==> config.mk <==
export PLATFORM = sky130hd
export DESIGN_NAME = e203_ifu_flush_fetch_ctrl
export DESIGN_NICKNAME = d
export VERILOG_FILES = /design/src/rtl/e203_ifu_flush_fetch_ctrl.sv
export SDC_FILE = /design/constraint.sdc
export NUM_CORES = 1
export LEC_CHECK = 0
export CAP_MARGIN = 15
export CELL_PAD_IN_SITES_DETAIL_PLACEMENT = 1
export CELL_PAD_IN_SITES_GLOBAL_PLACEMENT = 1
export CORE_UTILIZATION = 35
export DETAILED_ROUTE_END_ITERATION = 7
export PLACE_DENSITY_LB_ADDON = 0.1
export SLEW_MARGIN = 20
export SYNTH_ARGS = -nofsm -noshare
export SYNTH_HDL_FRONTEND = slang
export SYNTH_SLANG_ARGS = --single-unit
==> constraint.sdc <==
create_clock -name clk -period 6.3 [get_ports clk]
set_input_delay 0.945 -clock clk [delete_from_list [all_inputs] [get_ports clk]]
set_output_delay 0.945 -clock clk [all_outputs]
set_load 0.01 [all_outputs]
==> src/rtl/e203_ifu_flush_fetch_ctrl.sv <==
// IFU fetch controller: owns the fetch PC, issues sequential fetches, drops stale
// responses after a flush, and drains for WFI. Define E203_FLUSH_DIRECT_PC_EN to redirect from pipe_flush_pc.
module e203_ifu_flush_fetch_ctrl #(
    parameter int              PC_SIZE  = 32,
    parameter logic [PC_SIZE-1:0] RESET_PC = 32'h0000_1000,
    parameter int              OUTS_MAX = 2
) (
    input  logic               clk,
    input  logic               rst,
    input  logic               pipe_flush_req,
    input  logic [PC_SIZE-1:0] pipe_flush_add_op1,
    input  logic [PC_SIZE-1:0] pipe_flush_add_op2,
    input  logic [PC_SIZE-1:0] pipe_flush_pc,
    output logic               pipe_flush_ack,
    input  logic               wfi_halt_ifu_req,
    output logic               wfi_halt_ifu_ack,
    output logic               ifu_req_valid,
    input  logic               ifu_req_ready,
    output logic [PC_SIZE-1:0] ifu_req_pc,
    input  logic               ifu_rsp_valid,
    output logic               ifu_rsp_ready,
    input  logic [31:0]        ifu_rsp_instr,
    output logic               ifu_o_valid,
    input  logic               ifu_o_ready,
    output logic [PC_SIZE-1:0] ifu_o_pc,
    output logic [31:0]        ifu_o_instr
);

    // Handshake rule on every channel: a transfer happens in a cycle where valid
    // and ready are both high at the rising edge; valid, once raised, is held until then.

    localparam int CW = $clog2(OUTS_MAX + 1);
    localparam int AW = (OUTS_MAX > 1) ? $clog2(OUTS_MAX) : 1;

    typedef enum logic [1:0] {
        RUN        = 2'd0,
        HALT_DRAIN = 2'd1,
        HALTED     = 2'd2
    } state_t;

    state_t             state_r;
    logic               ack_r;
    logic [PC_SIZE-1:0] pc_r;
    logic [CW-1:0]      cnt_r;
    logic [CW-1:0]      drop_cnt_r;
    logic [AW-1:0]      wr_ptr_r;
    logic [AW-1:0]      rd_ptr_r;
    logic [PC_SIZE-1:0] fifo_q [OUTS_MAX];

    logic               dropping;
    logic               req_hs;
    logic               rsp_hs;
    logic [PC_SIZE-1:0] redirect_pc;

`ifdef E203_FLUSH_DIRECT_PC_EN
    logic unused_ops;
    assign unused_ops  = ^{pipe_flush_add_op1, pipe_flush_add_op2};
    assign redirect_pc = pipe_flush_pc;
`else
    logic unused_flush_pc;
    assign unused_flush_pc = ^pipe_flush_pc;
    assign redirect_pc     = pipe_flush_add_op1 + pipe_flush_add_op2;
`endif

    assign dropping = (drop_cnt_r != '0);

    // Every output is forced low while reset is asserted.
    assign pipe_flush_ack   = ~rst & pipe_flush_req;
    assign wfi_halt_ifu_ack = ~rst & ack_r;
    assign ifu_req_valid    = ~rst & (state_r == RUN) & ~pipe_flush_req
                              & (cnt_r < CW'(OUTS_MAX));
    assign ifu_req_pc       = rst ? '0 : pc_r;

    // A live response waiting during a flush cycle is held off; it becomes stale
    // and is counted into drop_cnt by the flush itself.
    assign ifu_rsp_ready = ~rst & (dropping | (~pipe_flush_req & ifu_o_ready));
    assign ifu_o_valid   = ~rst & ~dropping & ~pipe_flush_req & ifu_rsp_valid;
    assign ifu_o_pc      = rst ? '0 : fifo_q[rd_ptr_r];
    assign ifu_o_instr   = rst ? '0 : ifu_rsp_instr;

    assign req_hs = ifu_req_valid & ifu_req_ready;
    assign rsp_hs = ifu_rsp_valid & ifu_rsp_ready;

    always_ff @(posedge clk) begin
        if (rst) begin
            state_r    <= RUN;
            ack_r      <= 1'b0;
            pc_r       <= RESET_PC;
            cnt_r      <= '0;
            drop_cnt_r <= '0;
            wr_ptr_r   <= '0;
            rd_ptr_r   <= '0;
            for (int i = 0; i < OUTS_MAX; i++) fifo_q[i] <= '0;
        end else begin
            unique case (state_r)
                RUN: begin
                    ack_r <= 1'b0;
                    if (wfi_halt_ifu_req) state_r <= HALT_DRAIN;
                end
                HALT_DRAIN: begin
                    if (!wfi_halt_ifu_req) begin
                        state_r <= RUN;
                    end else if (cnt_r == '0) begin
                        state_r <= HALTED;
                        ack_r   <= 1'b1;
                    end
                end
                HALTED: begin
                    if (!wfi_halt_ifu_req) begin
                        state_r <= RUN;
                        ack_r   <= 1'b0;
                    end
                end
                default: begin
                    state_r <= RUN;
                    ack_r   <= 1'b0;
                end
            endcase

            if (pipe_flush_ack) pc_r <= redirect_pc;
            else if (req_hs)    pc_r <= pc_r + PC_SIZE'(4);

            if (req_hs && !rsp_hs)      cnt_r <= cnt_r + CW'(1);
            else if (!req_hs && rsp_hs) cnt_r <= cnt_r - CW'(1);

            // Everything still outstanding after this cycle predates the redirect.
            if (pipe_flush_ack)         drop_cnt_r <= cnt_r - CW'(rsp_hs);
            else if (rsp_hs && dropping) drop_cnt_r <= drop_cnt_r - CW'(1);

            if (req_hs) begin
                fifo_q[wr_ptr_r] <= pc_r;
                wr_ptr_r <= (wr_ptr_r == AW'(OUTS_MAX - 1)) ? '0 : wr_ptr_r + AW'(1);
            end
            if (rsp_hs) begin
                rd_ptr_r <= (rd_ptr_r == AW'(OUTS_MAX - 1)) ? '0 : rd_ptr_r + AW'(1);
            end
        end
    end

    rsp_needs_outstanding: assert property (
        @(posedge clk) disable iff (rst) ifu_rsp_valid |-> (cnt_r != '0)
    );

endmodule
==> results.md, run 1 <==
* GRT overflow at 0
* WL/cell at 17.0 um
* Synthesis Warnings at 0
* CTS tree: yes
* Buffers added on ports at 203
* Multiplexer share of the synthesized area at 5.18%
* DP Area at 0.00958 mm^2
* Clock slew at reported path FFs at 80 ps
* Number of routed nets with antenna violations at 0
* Syn Inst Count at 821
* Area taken by multi-input logic gates at 0.00430 mm^2
* Filler cells at 2,385
* Top Ports at 236
* Routability cong. at 0.770
* Fmax at 0.264 GHz
* Layout Area Growth over Synthesis at 34.3%
* Largest stage delay on the critical path at 590 ps
* Initial core utilization at 36.1%
* Setup TNS at 0 ps
* Sequential share of the synthesized area at 37.5%
* Fin nets at 1,164
* RSZ-0062 raised after global routing: false
* Worst Path Buf+Inv at 3
* Synth unique cells at 76
* Max-slew violations at 0
* Total CTS buffers at 9
* Initial antenna violation count at 0
* Die Ht at 147 um
* Final setup vio count at 0
* Die span in x at 147 um
* Most Frequent Cell on Critical Path: clkdlybuf4s50_1
* CTS HTree Levels at 3
* Core footprint at 0.0204 mm^2
* Hold_buf cts at 0
* Syn_nets at 992
* Max Cap Violations at 0
* Die area at 0.0216 mm^2
* Worst-path cell chain: clkdlybuf4s50_1 -> buf_4 -> or2_2 -> nor4_1 -> clkdlybuf4s50_1
* DRC at 0
* Avg Cell Area, Syn at 8.97 um^2
* Ys flop type: edfxtp_1
* Worst slew pin tran at 1030 ps
* Clk buf depth at 2
* Crit path arrival time at 2840 ps
* Global routing usage on met2 at 32.8%
* First-pass GRT wire length at 35.4 mm
* Largest net degree at the start of global routing at 87
* Row count at 52
* PostCTS Resize Cnt at 0
* Compound-Gate Fraction of Synth Area at 16.8%
* Worst vdd rail ir drop at 0.105 mV
* Simple-Gate Fraction of Synth Area at 25.5%
* Max_slew headroom at 31.5%
* Flops & latches, synth at 106
* Status: complete, no violations
* Met1 Resource Use GR at 29.3%
* Vias per cell at 5.18
* Synthesized cell area at 0.00737 mm^2
* Worst setup EP type: output port
* Final instance area at 0.00990 mm^2
* Clock network latency to the later pin of the worst-skew pair at 360 ps
* Crit Path Class: in2out
* Largest family of logic cells by synthesized area: simple AND/OR/NAND/NOR gates
* Clk_skew at 13.7 ps
* CP max-delay cell: clkdlybuf4s50_1
* Number of global-route vias before repair at 6,628
* Final Hold Fails at 0
* Data required time of the critical path at 5350 ps
* Root Driver: clkbuf_16
* Post-synth ARST share at 0%
* Top Usage Layer GRT: met2
* Cell family with most CP delay: buffers and inverters
* Met3 Resource Use GR at 1.61%
* Post-Synth Adder-Cell Area at 6.22%
* CTS Sinks at 106
* Routed vias at 6,567
* Post-CTS setup buffers at 0
* Diodes inserted at 0
* Hold Crit Class: reg2reg
* Sequential Area at 0.00277 mm^2
* Layout cells sized above 1 at 5.41%
* DR pass1 iterations at 4
* XOR/XNOR Fraction of Synth Area at 4.64%
* EDFF count, synth at 64
* Post-DP HPWL at 15.9 mm
* Leakage at 0.00375 uW
* Iteration-0 DRC Markers at 339
* Final cycle utilization of the critical path at 60.1%
* Type of origin of the critical path: primary input
* CP Max Fanout at 31
* Final min period at 3790 ps
* All-layer global routing usage at 20.3%
* Pwr per Cell Area at 204 mW/mm^2
* Total wire length at 21.5 mm
==> power breakdown <==
| group | total [uW] | internal (uW) | switching [uW] | leakage [uW] |
|---|---|---|---|---|
| registers | 860 | 787 | 73.3 | 0.00101 |
| clock network | 602 | 320 | 282 | 0.000155 |
| logic | 553 | 278 | 275 | 0.00258 |
| total | 2020 | 1390 | 630 | 0.00375 |
==> through the flow <==
stage	power [uW]	hold slack (ps)	utilization, %	setup WS (ps)	std cells
after floorplan	1180	432	-	3090	821
after global placement	1420	446	46.9	2280	1252
after detailed placement	1430	456	46.9	2280	1252
after CTS	2030	470	48.4	2480	1268
after global routing	2120	485	48.4	2390	1268
final	2020	468	48.4	2510	1268
==> logic make-up (layout without fill, tap and decap cells) <==
group	after synthesis	after routing
and+or+nand+nor	349	349
AOI/OAI and AO/OA	179	179
DFF	106	106
buffers and inverters	74	251
xor gates and xnor gates	39	39
muxes	38	38
adders and majority gates	36	36
==> tightest hold or removal path, stage by stage, from the launching register on <==
cell and delay [ps]:
dfxtp_1 320, nand2_1 50, a21oi_1 50
==> Yosys cell counts, drive strengths merged, types with 4 or more instances <==
library cell / number / area [um^2]
nor2: 88 / 330
edfxtp: 64 / 1920
nor2b: 62 / 388
nand2: 47 / 176
a21oi: 46 / 238
dfxtp: 42 / 841
and3: 40 / 250
mux2i: 37 / 370
and2: 35 / 219
ha: 35 / 438
clkbuf: 32 / 120
o21ai: 28 / 140
xnor2: 26 / 228
inv: 24 / 90.1
nand3: 20 / 105
buf: 18 / 92.6
a211oi: 15 / 118
nor3: 14 / 80.1
a21o: 13 / 97.6
xor2: 13 / 114
a31oi: 12 / 75.1
nand2b: 12 / 77.6
nand4: 12 / 81.3
o211ai: 12 / 95.1
o22ai: 9 / 56.3
o31ai: 7 / 62.6
nor4: 5 / 61.3
or2: 5 / 33.8
o21a: 4 / 30.0
==> layer usage <==
metal | wire length, um | up-vias | share of wire [%]
met5 | 0 | - | 0
met4 | 220 | 0 | 1.0
met3 | 755 | 16 | 3.5
met2 | 9810 | 143 | 46
met1 | 10800 | 3104 | 50
li1 | - | 3304 | -
==> cell type report <==
| class | count | share of cell area (%) |
|---|---|---|
| clock buffers | 9 | 2.28 |
| clock inverters | 7 | 0.885 |
| inverters | 24 | 0.910 |
| multi-input cells | 641 | 43.5 |
| flip-flops and latches | 106 | 27.9 |
| well taps | 270 | 3.41 |
| repair buffers | 211 | 21.1 |
==> path summary, 6_finish.rpt <==
path,start,endpoint,slack [ps],cells after the start
setup / recovery,pipe_flush_req,ifu_req_valid,2510,5
hold reg to reg,ack_r,ack_r,470,2
hold / removal,ack_r,ack_r,470,2
setup reg to reg,cnt_r[1],fifo_q[0][29],3850,6
==> sequential cells by signal, summed over array words and instances (netlist names), named ones only <==
| signal | flops |
|---|---|
| rd_ptr_r | 1 |
| drop_cnt_r | 2 |
| state_r | 2 |
| ack_r | 1 |
| fifo_q | 64 |
| wr_ptr_r | 1 |
| pc_r | 32 |
| cnt_r | 2 |
==> cells in the final DEF, fill, tap and decap left out, types with 19 or more instances in the layout <==
| cell type | synthesis | layout |
|---|---|---|
| nand2_1 | 47 | 47 |
| ha_1 | 35 | 35 |
| clkdlybuf4s50_1 | 0 | 202 |
| mux2i_1 | 37 | 37 |
| nand3_1 | 19 | 19 |
| a21oi_1 | 44 | 44 |
| nor2b_1 | 62 | 62 |
| nor2_1 | 88 | 88 |
| dfxtp_1 | 42 | 40 |
| and3_1 | 40 | 40 |
| inv_1 | 22 | 22 |
| o21ai_0 | 28 | 28 |
| edfxtp_1 | 64 | 64 |
| xnor2_1 | 26 | 26 |
| and2_1 | 35 | 35 |
No activity file was read; power rests on OpenSTA's default activity.
==> run 2: changes to the inputs <==
==> constraint.sdc (replaced) <==
create_clock -name clk -period 3.6 [get_ports clk]
set_input_delay 0.54 -clock clk [delete_from_list [all_inputs] [get_ports clk]]
set_output_delay 0.54 -clock clk [all_outputs]
set_load 0.01 [all_outputs]
==> run 2 against run 1 <==
Via count rose by 1.3%; core utilization rose by 0.22 points; wire length rose by 0.80%; first-iteration DRC count rose by 5.0%; clock-buffer cell count did not move; global-route usage rose by 0.18 points; critical endpoint is now pc_r[26].
==> results.md, run 2 (same netlist as run 1, synthesis figures left out) <==
* Post-CTS setup buffers at 0 (unchanged)
* Reg2Reg Depth at 7 (+1)
* Clock network latency to the later pin of the worst-skew pair at 360 ps (about the same)
* Crit Path Class: in2reg
* Leakage at 0.00378 uW (+0.91%)
* Number of flip-flops under the largest register name at 64 (unchanged)
* Hold_buf cts at 0 (unchanged)
* Max-slew violations at 0 (unchanged)
* PostCTS Resize Cnt at 0 (unchanged)
* Top Registers: fifo_q x64, pc_r x32
* CP Max Fanout at 6 (-81%)
* Pwr per Cell Area at 349 mW/mm^2 (+71%)
* CTS HTree Levels at 3 (unchanged)
* Clk buf depth at 2 (unchanged)
* Setup TNS at 0 ps (unchanged)
* First-pass GRT wire length at 35.2 mm (-0.41%)
* DP Area at 0.00965 mm^2 (+0.71%)
* WL/cell at 17.0 um (about the same)
* Filler cells at 2,373 (-0.50%)
* Leading cell type in the layout, fill and taps excluded: clkdlybuf4s50_1
* Total CTS buffers at 9 (unchanged)
* Core footprint at 0.0204 mm^2 (unchanged)
* Hold Path Stages at 2 (unchanged)
* Diodes inserted at 0 (unchanged)
* Clk_skew at 10.8 ps (-2.97 ps)
* Reg2reg end: pc_r[25]
* Layout cells sized above 1 at 6.16% (+0.75 points)
* Initial core utilization at 36.1% (unchanged)
* Fmax at 0.334 GHz
* Top Ports at 236 (unchanged)
* Number of global-route vias before repair at 6,579 (-0.74%)
* DRC at 0 (unchanged)
* CTS tree: yes
* Root Driver: clkbuf_16
* RR Startpoint: pc_r[6]
* Iteration-0 DRC Markers at 356 (+5.0%)
* Layout Area Growth over Synthesis at 35.0%
* Logic pwr share at 28.8% (+1.4 points)
* GRT overflow at 0 (unchanged)
* Hold path start: ack_r
* Number of routed nets with antenna violations at 0 (unchanged)
* Routability cong. at 0.809 (+5.1%)
* DR pass1 iterations at 4 (unchanged)
* Die Ht at 147 um (unchanged)
* Largest stage delay on the critical path at 460 ps (-130 ps)
* Final cycle utilization of the critical path at 83.1%
* Max_slew headroom at 45.0% (+14 points)
* Crit path arrival time at 3280 ps (+440 ps)
* Worst-path cell chain: clkdlybuf4s50_1 -> ha_1 -> inv_1 -> fa_1 -> nand2b_1 -> a21o_1 -> a31o_2 -> a21oi_2 -> o22ai_1 -> or4_1 -> o211ai_1
* Area taken by multi-input logic gates at 0.00430 mm^2 (unchanged)
* R2R setup slack at 1250 ps (-2600 ps)
* Clock network fraction of total power at 28.3% (-1.6 points)
* Hold Path Sink: ack_r
* Worst setup EP type: flop
* Worst setup startpoint: pipe_flush_add_op1[0]
* Min Hold Slack at 466 ps (-1.74 ps)
* Total wire length at 21.7 mm (+0.80%)
* RSZ-0062 raised after global routing: false
* CP max-delay cell: clkdlybuf4s50_1
* Worst slew pin tran at 825 ps (-203 ps)
* Largest net degree at the start of global routing at 46 (-47%)
* Routed vias at 6,652 (+1.3%)
* Biggest register: fifo_q
* Status: complete, no violations
* Commonest non-fill, non-tap cells in the layout: clkdlybuf4s50_1 (202), nor2_1 (88), edfxtp_1 (64), nor2b_1 (62), nand2_1 (47)
* Hold Crit Class: reg2reg
* Die area at 0.0216 mm^2 (unchanged)
* Vias per cell at 5.21 (+0.58%)
* Fin nets at 1,173 (+0.77%)
* Post-DP HPWL at 16.4 mm (+3.2%)
* Buffers added on ports at 203 (unchanged)
* Power Internal at 2360 uW (+70%)
* Final setup vio count at 0 (unchanged)
* Initial antenna violation count at 0 (unchanged)
* Final instance area at 0.00994 mm^2 (+0.46%)
* Worst vdd rail ir drop at 0.226 mV (+110%)
* Sw frac at 31.9% (+0.66 points)
* Type of origin of the critical path: primary input
* Data required time of the critical path at 3890 ps (-1460 ps)
* Sw Pwr at 1110 uW (+76%)
* All-layer global routing usage at 20.5% (+0.18 points)
* Max Cap Violations at 0 (unchanged)
* Final min period at 2990 ps
* Die span in x at 147 um (unchanged)
* Row count at 52 (unchanged)
* CTS Sinks at 106 (unchanged)
* Sequential Area at 0.00276 mm^2 (about the same)
* Reg power frac at 42.9% (+0.2 points)
* Clock slew at reported path FFs at 80 ps (about the same)
* Final Hold Fails at 0 (unchanged)
==> run 2: cell types whose count changed in the layout (fill, tap and decap cells not counted), sizes merged <==
cell and change:
clkinv +2, buf +9, inv -1, bufinv -1
==> run 2: power by group through the flow <==
stage | sequential [uW] | combinational (uW) | clock (uW)
2_1_floorplan | 1460 | 597 | 0
3_3_place_gp | 1510 | 993 | 0
3_5_place_dp | 1510 | 1000 | 0
4_1_cts | 1490 | 1010 | 997
5_1_grt | 1500 | 1100 | 1050
6_report | 1490 | 998 | 983
==> run 2: layout make-up <==
class	instances	area share, %
Timing Repair Buffer	220	21.7
Sequential cell	106	27.8
Multi-Input combinational cell	641	43.3
Tap cell	270	3.40
Clock inverter	7	0.667
Inverter	24	0.906
Clock buffer	9	2.27
==> run 2: worst max-delay path: cells and delay by family <==
family / cells / cell delay (ps)
buffers and inverters: 2 / 520
AOI/OAI and AO/OA: 5 / 1010
adders and majority gates: 2 / 580
and+or+nand+nor: 2 / 620
==> run 2: metal layers <==
layer | wire length [um] | track usage [%] | part of all wire (%) | up-vias
met5 | 0 | 0 | 0 | -
met4 | 252 | 5.52 | 1.2 | 0
met3 | 692 | 1.65 | 3.2 | 14
met2 | 9900 | 32.1 | 46 | 152
met1 | 10900 | 30.1 | 50 | 3156
li1 | - | - | - | 3330
==> run 2: through the flow <==
stage	power, uW	utilization [%]	std cells	setup slack [ps]
final	3470	48.7	1277	609
after global routing	3660	48.7	1277	447
after CTS	3490	48.7	1277	617
after detailed placement	2520	47.2	1261	252
after global placement	2500	47.2	1261	284
after floorplan	2060	-	821	798
==> run 2: worst max-delay path by stage <==
| stage | to | depth (start not counted) |
|---|---|---|
| 2_1_floorplan | fifo_q[1][0] | 7 |
| 3_3_place_gp | pc_r[26] | 11 |
| 3_5_place_dp | pc_r[26] | 11 |
| 4_1_cts | pc_r[26] | 11 |
| 5_1_grt | pc_r[26] | 11 |
| 6_report | pc_r[26] | 11 |
